$ cat config.mk
export PLATFORM = sky130hd
export DESIGN_NAME = lsp_get_quant_build
export DESIGN_NICKNAME = d
export VERILOG_FILES = /design/src/rtl/lsp_quant_pkg.sv /design/src/rtl/lsp_expand_1_2_step.sv /design/src/rtl/lsp_get_quant_build.sv
export SDC_FILE = /design/constraint.sdc
export NUM_CORES = 1
export LEC_CHECK = 0
export ABC_AREA = 1
export ABC_CLOCK_PERIOD_IN_PS = 19330
export CORE_ASPECT_RATIO = 1.75
export CORE_MARGIN = 4
export CORE_UTILIZATION = 35
export DETAILED_ROUTE_END_ITERATION = 12
export GPL_TIMING_DRIVEN = 0
export SYNTH_ARGS = -nofsm -noshare
export SYNTH_HDL_FRONTEND = slang
export SYNTH_HIERARCHICAL = 1
export SYNTH_SLANG_ARGS = --single-unit
$ cat constraint.sdc
create_clock -name clk -period 19.33 [get_ports clk]
set_input_delay 1.933 -clock clk [delete_from_list [all_inputs] [get_ports clk]]
set_output_delay 1.933 -clock clk [all_outputs]
set_load 0.01 [all_outputs]
$ cat src/rtl/lsp_quant_pkg.sv
// Shared LSP quantizer constants, build FSM states and codebook row addressing.
package lsp_quant_pkg;

    localparam int M   = 10;
    localparam int NC  = 5;
    localparam int NC0 = 128;
    localparam int NC1 = 32;

    localparam logic [15:0] GAP1 = 16'd10;
    localparam logic [15:0] GAP2 = 16'd5;

    localparam logic [11:0] LSPCB1_BASE = 12'd0;
    localparam logic [11:0] LSPCB2_BASE = 12'd1280;
    localparam logic [10:0] BUF_ADDR    = 11'd0;

    typedef enum logic [3:0] {
        S_IDLE,
        S_RD1,
        S_RD2,
        S_SUM,
        S_EXP_D,
        S_EXP_A,
        S_EXP_B,
        S_WR,
        S_DONE
    } state_t;

    // Codebook rows are M words wide; all sums stay within 12 bits for legal rows.
    function automatic logic [11:0] cb_addr(input logic [11:0] base,
                                            input logic [6:0]  row,
                                            input logic [3:0]  j);
        return base + 12'(row) * 12'd10 + 12'(j);
    endfunction

endpackage

$ cat src/rtl/lsp_expand_1_2_step.sv
// One j-step of the Lsp_expand_1_2 spacing correction: diff (EXP_D), tmp and
// saturating sub of buf[j-1] (EXP_A), saturating add into buf[j] (EXP_B).
module lsp_expand_1_2_step
    import lsp_quant_pkg::*;
(
    input  logic        clk,
    input  logic        rst,
    input  state_t      state,
    input  logic [15:0] gap,
    input  logic [15:0] prev,
    input  logic [15:0] cur,
    input  logic [15:0] sub_res,
    input  logic [15:0] add_res,
    output logic [15:0] sub_a,
    output logic [15:0] sub_b,
    output logic [15:0] add_a,
    output logic [15:0] add_b,
    output logic        wr_prev,
    output logic        wr_cur,
    output logic [15:0] prev_new,
    output logic [15:0] cur_new
);

    logic [15:0] diff;
    logic [15:0] tmp;
    logic [15:0] tmp_q;

    // Valid only in EXP_A, where the add unit carries diff + gap.
    assign tmp = $signed(add_res) >>> 1;

    always_comb begin
        sub_a    = 16'd0;
        sub_b    = 16'd0;
        add_a    = 16'd0;
        add_b    = 16'd0;
        wr_prev  = 1'b0;
        wr_cur   = 1'b0;
        prev_new = 16'd0;
        cur_new  = 16'd0;
        case (state)
            S_EXP_D: begin
                sub_a = prev;
                sub_b = cur;
            end
            S_EXP_A: begin
                add_a    = diff;
                add_b    = gap;
                sub_a    = prev;
                sub_b    = tmp;
                wr_prev  = !tmp[15] && (tmp != 16'd0);
                prev_new = sub_res;
            end
            S_EXP_B: begin
                add_a   = cur;
                add_b   = tmp_q;
                wr_cur  = !tmp_q[15] && (tmp_q != 16'd0);
                cur_new = add_res;
            end
            default: ;
        endcase
    end

    always_ff @(posedge clk or posedge rst) begin
        if (rst) begin
            diff  <= 16'd0;
            tmp_q <= 16'd0;
        end else begin
            if (state == S_EXP_D) diff  <= sub_res;
            if (state == S_EXP_A) tmp_q <= tmp;
        end
    end

endmodule

$ cat src/rtl/lsp_get_quant_build.sv
// Rebuilds buf[0..9] from lspcb1/lspcb2 rows, applies the expand correction and writes it out.
// LSP_GET_QUANT_GAP2_EN adds a second expand pass with GAP2 before the write-out.
module lsp_get_quant_build
    import lsp_quant_pkg::*;
(
    input  logic                     clk,
    input  logic                     reset,
    input  logic                     start,
    input  logic [$clog2(NC0)-1:0]   code0,
    input  logic [$clog2(NC1)-1:0]   code1,
    input  logic [$clog2(NC1)-1:0]   code2,
    output logic                     done,
    output logic [11:0]              constMemAddr,
    input  logic [31:0]              constMemIn,
    output logic                     memWriteEn,
    output logic [10:0]              memWriteAddr,
    output logic [31:0]              memOut,
    output logic [15:0]              addOutA,
    output logic [15:0]              addOutB,
    input  logic [15:0]              addIn,
    output logic [15:0]              subOutA,
    output logic [15:0]              subOutB,
    input  logic [15:0]              subIn
);

    state_t      state;
    logic [3:0]  j;
    logic [3:0]  j_prev;
    logic [6:0]  c0;
    logic [4:0]  c1;
    logic [4:0]  c2;
    logic [15:0] a;
    logic [15:0] lsp_buf [M];
    logic [15:0] gap;

    logic [15:0] step_add_a, step_add_b;
    logic        wr_prev, wr_cur;
    logic [15:0] prev_new, cur_new;

    // Tables carry Q13 values in the low half only.
    logic        unused_hi;
    assign unused_hi = ^constMemIn[31:16];

    assign j_prev = j - 4'd1;

`ifdef LSP_GET_QUANT_GAP2_EN
    logic pass2;
    assign gap = pass2 ? GAP2 : GAP1;
`else
    assign gap = GAP1;
`endif

    lsp_expand_1_2_step u_step (
        .clk      (clk),
        .rst      (reset),
        .state    (state),
        .gap      (gap),
        .prev     (lsp_buf[j_prev]),
        .cur      (lsp_buf[j]),
        .sub_res  (subIn),
        .add_res  (addIn),
        .sub_a    (subOutA),
        .sub_b    (subOutB),
        .add_a    (step_add_a),
        .add_b    (step_add_b),
        .wr_prev  (wr_prev),
        .wr_cur   (wr_cur),
        .prev_new (prev_new),
        .cur_new  (cur_new)
    );

    always_comb begin
        constMemAddr = 12'd0;
        addOutA      = step_add_a;
        addOutB      = step_add_b;
        memWriteEn   = 1'b0;
        memWriteAddr = 11'd0;
        memOut       = 32'd0;
        done         = 1'b0;
        case (state)
            S_RD1: constMemAddr = cb_addr(LSPCB1_BASE, c0, j);
            S_RD2: constMemAddr = cb_addr(LSPCB2_BASE, {2'b00, (j < 4'(NC)) ? c1 : c2}, j);
            S_SUM: begin
                addOutA = a;
                addOutB = constMemIn[15:0];
            end
            S_WR: begin
                memWriteEn   = 1'b1;
                memWriteAddr = BUF_ADDR + 11'(j);
                memOut       = {{16{lsp_buf[j][15]}}, lsp_buf[j]};
            end
            S_DONE: done = 1'b1;
            default: ;
        endcase
    end

    always_ff @(posedge clk or posedge reset) begin
        if (reset) begin
            state <= S_IDLE;
            j     <= 4'd0;
            c0    <= 7'd0;
            c1    <= 5'd0;
            c2    <= 5'd0;
            a     <= 16'd0;
            for (int k = 0; k < M; k++) lsp_buf[k] <= 16'd0;
`ifdef LSP_GET_QUANT_GAP2_EN
            pass2 <= 1'b0;
`endif
        end else begin
            case (state)
                S_IDLE: if (start) begin
                    c0    <= code0;
                    c1    <= code1;
                    c2    <= code2;
                    j     <= 4'd0;
                    state <= S_RD1;
`ifdef LSP_GET_QUANT_GAP2_EN
                    pass2 <= 1'b0;
`endif
                end
                S_RD1: state <= S_RD2;
                S_RD2: begin
                    a     <= constMemIn[15:0];
                    state <= S_SUM;
                end
                S_SUM: begin
                    lsp_buf[j] <= addIn;
                    if (j < 4'(M - 1)) begin
                        j     <= j + 4'd1;
                        state <= S_RD1;
                    end else begin
                        j     <= 4'd1;
                        state <= S_EXP_D;
                    end
                end
                S_EXP_D: state <= S_EXP_A;
                S_EXP_A: begin
                    if (wr_prev) lsp_buf[j_prev] <= prev_new;
                    state <= S_EXP_B;
                end
                // EXP_B always runs so latency does not depend on the data.
                S_EXP_B: begin
                    if (wr_cur) lsp_buf[j] <= cur_new;
                    if (j < 4'(M - 1)) begin
                        j     <= j + 4'd1;
                        state <= S_EXP_D;
                    end else begin
`ifdef LSP_GET_QUANT_GAP2_EN
                        if (!pass2) begin
                            pass2 <= 1'b1;
                            j     <= 4'd1;
                            state <= S_EXP_D;
                        end else begin
                            j     <= 4'd0;
                            state <= S_WR;
                        end
`else
                        j     <= 4'd0;
                        state <= S_WR;
`endif
                    end
                end
                S_WR: begin
                    if (j == 4'(M - 1)) begin
                        state <= S_DONE;
                    end else begin
                        j <= j + 4'd1;
                    end
                end
                S_DONE:  state <= S_IDLE;
                default: state <= S_IDLE;
            endcase
        end
    end

endmodule
==> Word-level counts from Yosys, hierarchy flattened <==
Index checks and enable logic that the tools add are counted.
{ "word_totals": {"output_inout_bits": 121, "ramBits": 0, "latchBits": 0, "romBits": 0, "in_bits": 84, "register_bits": 232, "n_memories": 0} }
{ "op_classes": {"bitwise": 2, "n_reduce_logical": 16, "multipliers": 2, "n_div": 0, "muxes": 42, "shift": 0, "n_addsub": 5, "n_eq_ne": 14, "order_cmp": 6} }
{ "ops": {"columns": ["op", "n"], "rows": [
  ["$bwmux 160", 3],
  ["$pmux 160 s3", 1],
  ["$mux 160", 2],
  ["$mux 16", 11],
  ["$bmux 16 s4", 2],
  ["$demux 16 s4", 2],
  ["$pmux 16 s2", 3],
  ["$mux 32", 1],
  ["$pmux 4 s8", 1],
  ["$reduce_bool 16->1", 2],
  ["$mux 4", 7],
  ["$pmux 12 s2", 1],
  ["$eq 4x3->1 const B", 4],
  ["$pmux 4 s4", 1],
  ["$add 11x4->12", 1],
  ["$add 11x9->12 const A", 1],
  ["$add 12x4->12", 1],
  ["$ge 5x5->1 const B", 2],
  ["$lt 5x1->1 const B", 2],
  ["$mul 7x3->10 const B", 1],
  ["$not 4->5", 2],
  ["$eq 4x2->1 const B", 2],
  ["$eq 4x4->1 const B", 2],
  ["$mul 5x3->8 const B", 1],
  ["19 further kinds", 31]
]} }

==> Logic depth before layout (Yosys ltp) <==
{ "logic_depth": {"word_depth": 9, "mapped_depth": 25, "ltp_nobuf": 20} }

==> Modules after synthesis <==
The synthesis kept the hierarchy.
{ "modules_own_cells": {"columns": ["module", "area_each_um2", "cells_per_inst", "seq_area_each_um2", "n_inst"], "rows": [
  ["lsp_get_quant_build", 15307.2, 2502, 5029.8, 1],
  ["lsp_expand_1_2_step", 2212.1, 390, 775.7, 1]
]} }

==> Worst setup path before layout <==
Ideal clock, no wire load.
{ "synth_path": {"kind": "register -> output", "start": "reg j[0]", "end": "out constMemAddr[8]", "arrival_ps": 3806, "slack_ps": 13591, "required_time_ps": 17397, "path_stages_with_launch": 20, "path_cell_list": "dfrtp_1 > buf_2 > inv_1 > buf_2 > clkbuf_1 > clkbuf_1 > ha_1 > inv_1 > nand2_1 > nand2_1 > clkbuf_1 > o21ai_0 > ha_1 > ha_1 > fa_1 > xnor2_1 > inv_1 > nand2_1 > a21oi_1 > o21ai_0"} }
{ "synth_between": {"elab_chain_len": 6, "word_cells_on_any_way": 7, "classes_between": "add/sub: 3; mul: 1; order compare: 1; mux: 2"} }
{ "synth_lines": {"columns": ["element", "line_no", "text"], "rows": [
  ["start: declaration", "lsp_get_quant_build.sv:27", "logic [3:0] j;"],
  ["start signal: assignment", "lsp_get_quant_build.sv:129", "j <= j + 4'd1;"],
  ["start signal: assignment", "lsp_get_quant_build.sv:145", "j <= j + 4'd1;"],
  ["start signal: assignment", "lsp_get_quant_build.sv:167", "j <= j + 4'd1;"],
  ["$lt 4x3->1", "lsp_get_quant_build.sv:82", "S_RD2: constMemAddr = cb_addr(LSPCB2_BASE, {2'b00, (j < 4'(NC)) ? c1 : c2}, j);"],
  ["$mux 5", "lsp_get_quant_build.sv:82", null],
  ["$mul 5x3->8", "lsp_quant_pkg.sv:32", "return base + 12'(row) * 12'd10 + 12'(j);"],
  ["$add 11x9->12", "lsp_quant_pkg.sv:32", null],
  ["$add 12x4->12", "lsp_quant_pkg.sv:32", null],
  ["$pmux 12 s2 (*)", "lsp_get_quant_build.sv:80", "case (state)"],
  ["end: declaration", "lsp_get_quant_build.sv:13", "output logic [11:0] constMemAddr,"]
]} }
Mark *: on every way between the ends. The rest lies on a longest branch, timed or not.

==> Final worst setup path <==
{ "layout_path": {"start": "reg j[0]", "end": "out constMemAddr[7]"} }
The elaborated chain is that of the path after synthesis.

==> flow_summary.json <==
{
  "postCtsResizedCells": 0,
  "skew_ns": 0.0222,
  "max_stage_delay_ns": 0.76,
  "fin_setup_tns_ns": 0,
  "final.period_utilization": 0.438,
  "synthFlopType": "dfrtp_1",
  "worst_slew_pin_slew_ns": 1.22,
  "initial_core_util": 0.353,
  "cts_made_buffers": 26,
  "fin_area_um2": 21100,
  "netlist_instances": 2892,
  "fp.dieH_um": 304,
  "fill_cells": 5355,
  "netlist_area_um2": 17500,
  "num_vias": 20300,
  "fin_nets": 3237,
  "ys_seq_area_frac": 0.331,
  "cts.clk_slew.worst_paths_ns": 0.06,
  "yosys_warnings": 6,
  "ctsRootBufferMaster": "clkbuf_16",
  "rsz0062_at_grt": "false",
  "routed_via_density": 5.34,
  "cts_hold_buf": 0,
  "wl_per_cell_um": 22.0,
  "drt_iter0_markers": 1565,
  "relSlewSlack": 0.189,
  "drc": 0,
  "clk_latency_ns": 0.59,
  "port_buffers": 180,
  "grt.overflow.total": 0,
  "synth-async-reset-ratio": 1.00,
  "crit_path_end_kind": "output port",
  "grt_max_degree": 104,
  "ant_nets": 0,
  "power_density_nw_per_um2": 127,
  "ys_ff_latch": 232,
  "cp_top_family": "buffers and inverters",
  "grt_pass1_wl_mm": 123,
  "cp_cell_sequence": "buf_2 > inv_1 > buf_2 > clkbuf_1 > clkbuf_1 > ha_1 > inv_1 > nand2_1 > nand2_1 > clkbuf_1 > o21ai_0 > ha_1 > ha_1 > fa_1 > nand3_1 > nor2_1 > nand3b_1 > nand3_1 > nand2_1 > clkdlybuf4s50_1",
  "antenna_cells": 0,
  "die_area_um2": 53800,
  "clock-sinks": 232,
  "cts_setup_buffers": 0,
  "first_pass_iters": 8,
  "boundaryPins": 205,
  "rows": 108,
  "syn_area_per_cell_um2": 6.06,
  "critPathBufInv": 8,
  "antenna_found_initial": 0,
  "grt_pass1_vias": 20300,
  "area_delta_synth_final_pct": 20.7,
  "p_leak_nw": 10.2,
  "critPathMaxFanout": 12,
  "dp_hpwl_mm": 66.9,
  "cts_tree": "yes",
  "hold_class": "register to register",
  "gp_congestion": 1.02,
  "wl_mm": 83.5,
  "synth_edf_count": 0,
  "multi_input_area_um2": 9930,
  "final_max_slew_viol_count": 0,
  "core_area_um2": 49600,
  "hold_viol": 0,
  "htree_levels": 1,
  "arrival_ns": 6.54,
  "worstPathRequired_ns": 17.40,
  "min_period_ns": 8.47,
  "clockBufferDepth": 3,
  "max_freq_mhz": 118,
  "startpoint_type": "register",
  "drive_gt1_frac": 0.0487,
  "die_w_um": 177,
  "dpl-instance-area_um2": 20300,
  "status": "completed",
  "maxCapViolCount": 0,
  "ir_drop_v": 0.0000677,
  "setup_viol": 0,
  "crit_type": "register to output port",
  "synth_cell_type_count": 42,
  "regArea_um2": 5810,
  "crit_path_top_delay_cell": "clkbuf_1",
  "grtUsageTotal": 0.301,
  "hold_ws_ns": 0.469
}
## power breakdown
part           switching, mW  internal, mW
Sequential            0.0899         0.595
Clock                  0.232         0.309
Combinational           1.01         0.449
## kinds of logic (layout without fill, tap and decap cells)
kind of cell	count (synthesis)	in the layout	synth area share
mux	11	11	0.00707
flops	232	232	0.331
xor+xnor	4	4	0.00200
compound gates	558	558	0.165
other cells	2	24	0.000429
fa+ha+maj	30	30	0.0231
buf+inv	449	674	0.107
simple gates	1606	1606	0.364
## final timing paths
check	start	slack (ns)	end	cells past startpoint
worst max-delay path	j[0]$_DFFE_PP0P_	10.86	constMemAddr[7]	20
worst min-delay path	register	0.47	register	2
worst max register to register	j[0]$_DFFE_PP0P_	14.37	register	14
worst min register to register	register	0.47	register	2
max in group asynchronous	reset	16.26	async pin	3
min in group asynchronous	reset	1.92	a[1]$_DFFE_PP0N_	2
## metrics by stage
step / std cells / power, mW / util / setup WS [ns]
floorplan: 2914 / 1.53 / - / 11.91
global placement: 3754 / 2.10 / 0.408 / 8.27
CTS: 3799 / 2.67 / 0.426 / 10.89
detailed placement: 3755 / 2.12 / 0.409 / 11.53
finish: 3799 / 2.68 / 0.426 / 10.86
global route: 3799 / 2.85 / 0.426 / 10.55
## cells in the mapped netlist, types with 9 or more instances
master    count  area share
clkbuf_1    107       0.023
mux2_2       11      0.0071
nand3_1     119       0.034
nand3_2       9      0.0051
ha_1         26       0.019
inv_1       256       0.055
dfrtp_1     232        0.33
inv_2        12      0.0026
o211ai_1     17      0.0073
nand4_1      24      0.0086
buf_4        26       0.011
buf_1        13      0.0028
nand2_1    1216        0.26
a21oi_1      89       0.025
nor2_1      218       0.047
o21ai_0     431        0.12
buf_2        24      0.0069
## tightest hold or removal path: stages, from the launching register on
cell and delay, ns:
dfrtp_1 0.34, nand2_1 0.05, nand2_1 0.05
## routing by layer
metal / GRT usage / vias to the layer above / routed length, um
met5: 0 / - / 0
met4: 0.215 / 0 / 7310
met3: 0.0388 / 353 / 5150
met2: 0.556 / 975 / 42900
met1: 0.305 / 9400 / 28200
li1: - / 9555 / -
## cells in the final DEF, fill, tap and decap left out, types with 7 or more instances in the layout
master           instances
ha_1                    26
clkbuf_16               26
dfrtp_1                232
nor2_1                 218
o21ai_0                431
a21oi_2                  8
inv_2                   12
buf_1                   13
clkbuf_1               110
mux2_2                  11
a21oi_1                 89
nand3_2                  9
nand3_1                119
buf_2                   24
conb_1                  24
clkdlybuf4s50_1        180
inv_1                  255
buf_6                    7
buf_4                   26
nand4_1                 24
nand2_1               1216
o211ai_1                17
## area by class of cell
class,count,share of cell area
multi-input combinational,2233,0.470
sequential,232,0.275
timing repair buffer,181,0.0865
inverter,271,0.0485
buffer,178,0.0402
tap,660,0.0391
clock buffer,35,0.0352
clock inverter,9,0.00651
(Power assumes the default switching activity.)
==> patch (same settings) <==
Put a register stage on the output `constMemAddr`, with the module's reset. The value now appears one clock later. The other outputs are not delayed to match.
--- a/src/rtl/lsp_get_quant_build.sv
+++ b/src/rtl/lsp_get_quant_build.sv
@@ -23,4 +23,6 @@
     input  logic [15:0]              subIn
 );
+
+    logic [11:0] constMemAddr_d;
 
     state_t      state;
@@ -71,5 +73,5 @@
 
     always_comb begin
-        constMemAddr = 12'd0;
+        constMemAddr_d = 12'd0;
         addOutA      = step_add_a;
         addOutB      = step_add_b;
@@ -79,6 +81,6 @@
         done         = 1'b0;
         case (state)
-            S_RD1: constMemAddr = cb_addr(LSPCB1_BASE, c0, j);
-            S_RD2: constMemAddr = cb_addr(LSPCB2_BASE, {2'b00, (j < 4'(NC)) ? c1 : c2}, j);
+            S_RD1: constMemAddr_d = cb_addr(LSPCB1_BASE, c0, j);
+            S_RD2: constMemAddr_d = cb_addr(LSPCB2_BASE, {2'b00, (j < 4'(NC)) ? c1 : c2}, j);
             S_SUM: begin
                 addOutA = a;
@@ -174,3 +176,11 @@
     end
 
+    always_ff @(posedge clk or posedge reset) begin
+        if (reset) begin
+            constMemAddr <= '0;
+        end else begin
+            constMemAddr <= constMemAddr_d;
+        end
+    end
+
 endmodule
Check against the original RTL: not equivalent (Yosys sat finds a counterexample within 4 cycles, from zero or initial values and one cycle with reset high).
==> patch against the original RTL <==
- routed wire length increased by 15%
- setup slack got worse by 0.13 ns
- via count increased by 0.31%
- total power decreased by 6.7%
- final cell count increased by 0.45%
- hold slack improved by 0.0027 ns
- final area increased by 1.6%
- sequential cell count increased by 12
- area after synthesis increased by 1.5%
- combinational power decreased by 14%
==> patch: results (changes against the original RTL) <==
Route
  – Final wirelength: 95810 µm (+15%)
  – Highest Signal Layer: met4
  – # DRC: 0 (unchanged)
  – Metal-1 WL: 33140 µm (+18%)
  – Metal2 WL: 46870 µm (+9.4%)
  – DR WL met3: 5933 µm (+15%)
  – DRT iter0 DRCs: 1894 (+21%)
  – DR vias/cell: 5.331 (-0.14%)

Layout
  – Share of cells above drive strength 1: 0.04984 (+0.001100)
  – Final-stage net count: 3244 (+0.22%)
  – Inserted Diodes: 0 (unchanged)
  – Post-route insts no fill: 3816 (+0.45%)

Clocking
  – CTS HTree Levels: 1 (unchanged)
  – Clock buffer count from CTS: 27 (+3.8%)
  – Clock latency on the worst-skew pair: 0.57 ns (-0.02 ns)
  – Root Buffer Master: clkbuf_16
  – # Post-CTS Setup Buffers: 0 (unchanged)
  – Clk pin slew, worst setup/hold paths: 0.07 ns
  – Post-CTS Resized: 0 (unchanged)

Power
  – Leakage: 10.35 nW (+1.5%)
  – Register share of total power: 0.288 (+0.032)
  – Net switching power figure: 1.215 mW (-8.5%)
  – Clk network pwr share: 0.216 (+0.014)
  – Comb. pwr: 1.24 mW (-14%)
  – Worst vdd ir: 0.00006760 V (about the same)

Global routing
  – Pin count of the biggest net entering global routing: 114 (+9.6%)
  – Initial antenna violation count: 0 (unchanged)
  – First-pass GRT wire length: 136800 µm (+11%)
  – Met2 usage: 0.5979 (+0.04163)
  – Met3 usage: 0.03738 (-0.001402)
  – Number of global-route vias before repair: 20050 (-1.2%)
  – Grt met1 use: 0.3705 (+0.06581)
  – Global Route Usage Sum: 0.3435 (+0.04264)

Yosys
  – Commonest cells in the netlist: nand2_1, o21ai_0, inv_1
  – Yosys warns: 6 (unchanged)
  – Main synth FF type: dfrtp_1
  – Register area share after synthesis: 0.3433 (+0.01197)
  – Complex-gate fraction of the synthesized area: 0.1610 (-0.003998)
  – Mux cell area share after synthesis: 0.01006 (+0.002991)
  – Post-Synth Adder-Cell Area: 0.02280 (-0.0003435)
  – Post-synthesis xor/xnor area fraction: 0.001478 (-0.0005222)
  – Mean post-synth cell area: 6.143 µm² (+1.4%)
  – Synth area leaders: dfrtp_1, nand2_1, o21ai_0
  – Post-synth cell types: 42 (unchanged)

Place
  – Final GP Congestion: 1.063 (+4.1%)
  – Pre-CTS setup slack: 11.64 ns (+0.1122 ns)
  – I/O Buffers: 181 (+0.56%)
  – Dpl hpwl: 76220 µm (+14%)
  – Area after DPL: 20570 µm² (+1.5%)

Worst setup path
  – Crit-path leading delay family: buffers and inverters
  – CP max-delay cell: clkbuf_1
  – Largest fanout on the critical path: 12 (unchanged)
  – Crit path largest cell delay: 1.03 ns (+0.27 ns)
  – CP arrival: 6.67 ns (+0.13 ns)

STA
  – Max_slew headroom: 0.03810 (-0.1509)
  – Setup Skew: 0.01814 ns (-0.004044 ns)
  – Max-slew violations: 0 (unchanged)

Min path
  – Worst hold path type: reg2reg

Outcome
  – Status: finished, final reports clean

Job
  – Max cap viols: 0 (unchanged)
## patch: changes by cell type after synthesis, moves of 5 or more
cell / unedited run / this run
clkinv_1: 3 / 11
dfrtp_1: 232 / 244
nand2_1: 1216 / 1209
nand3_1: 119 / 128
o21a_1: 1 / 6
o21ai_0: 431 / 421
## patch: final timing paths
kind | cells past startpoint | slack, ns | endpoint | from
hold reg to reg | 2 | 0.47 | register | register
setup / recovery | 14 | 10.73 | subOutA[15] | j[0]
max in group asynchronous | 3 | 16.22 | asynchronous set/reset pin | reset
setup reg to reg | 19 | 13.99 | constMemAddr[7] | j[0]
min in group asynchronous | 2 | 1.83 | u_step/tmp_q[5] | reset
hold / removal | 2 | 0.47 | register | register
## patch: cell type report
type                            instances  area [µm²]
Fill cell                            5482       28980
Multi-Input combinational cell       2229        9947
Sequential cell                       244        6106
Timing Repair Buffer                  184        1882
Inverter                              275        1040
Tap cell                              666       833.3
Buffer                                169       790.8
Clock buffer                           33       718.2
Clock inverter                         16       167.7
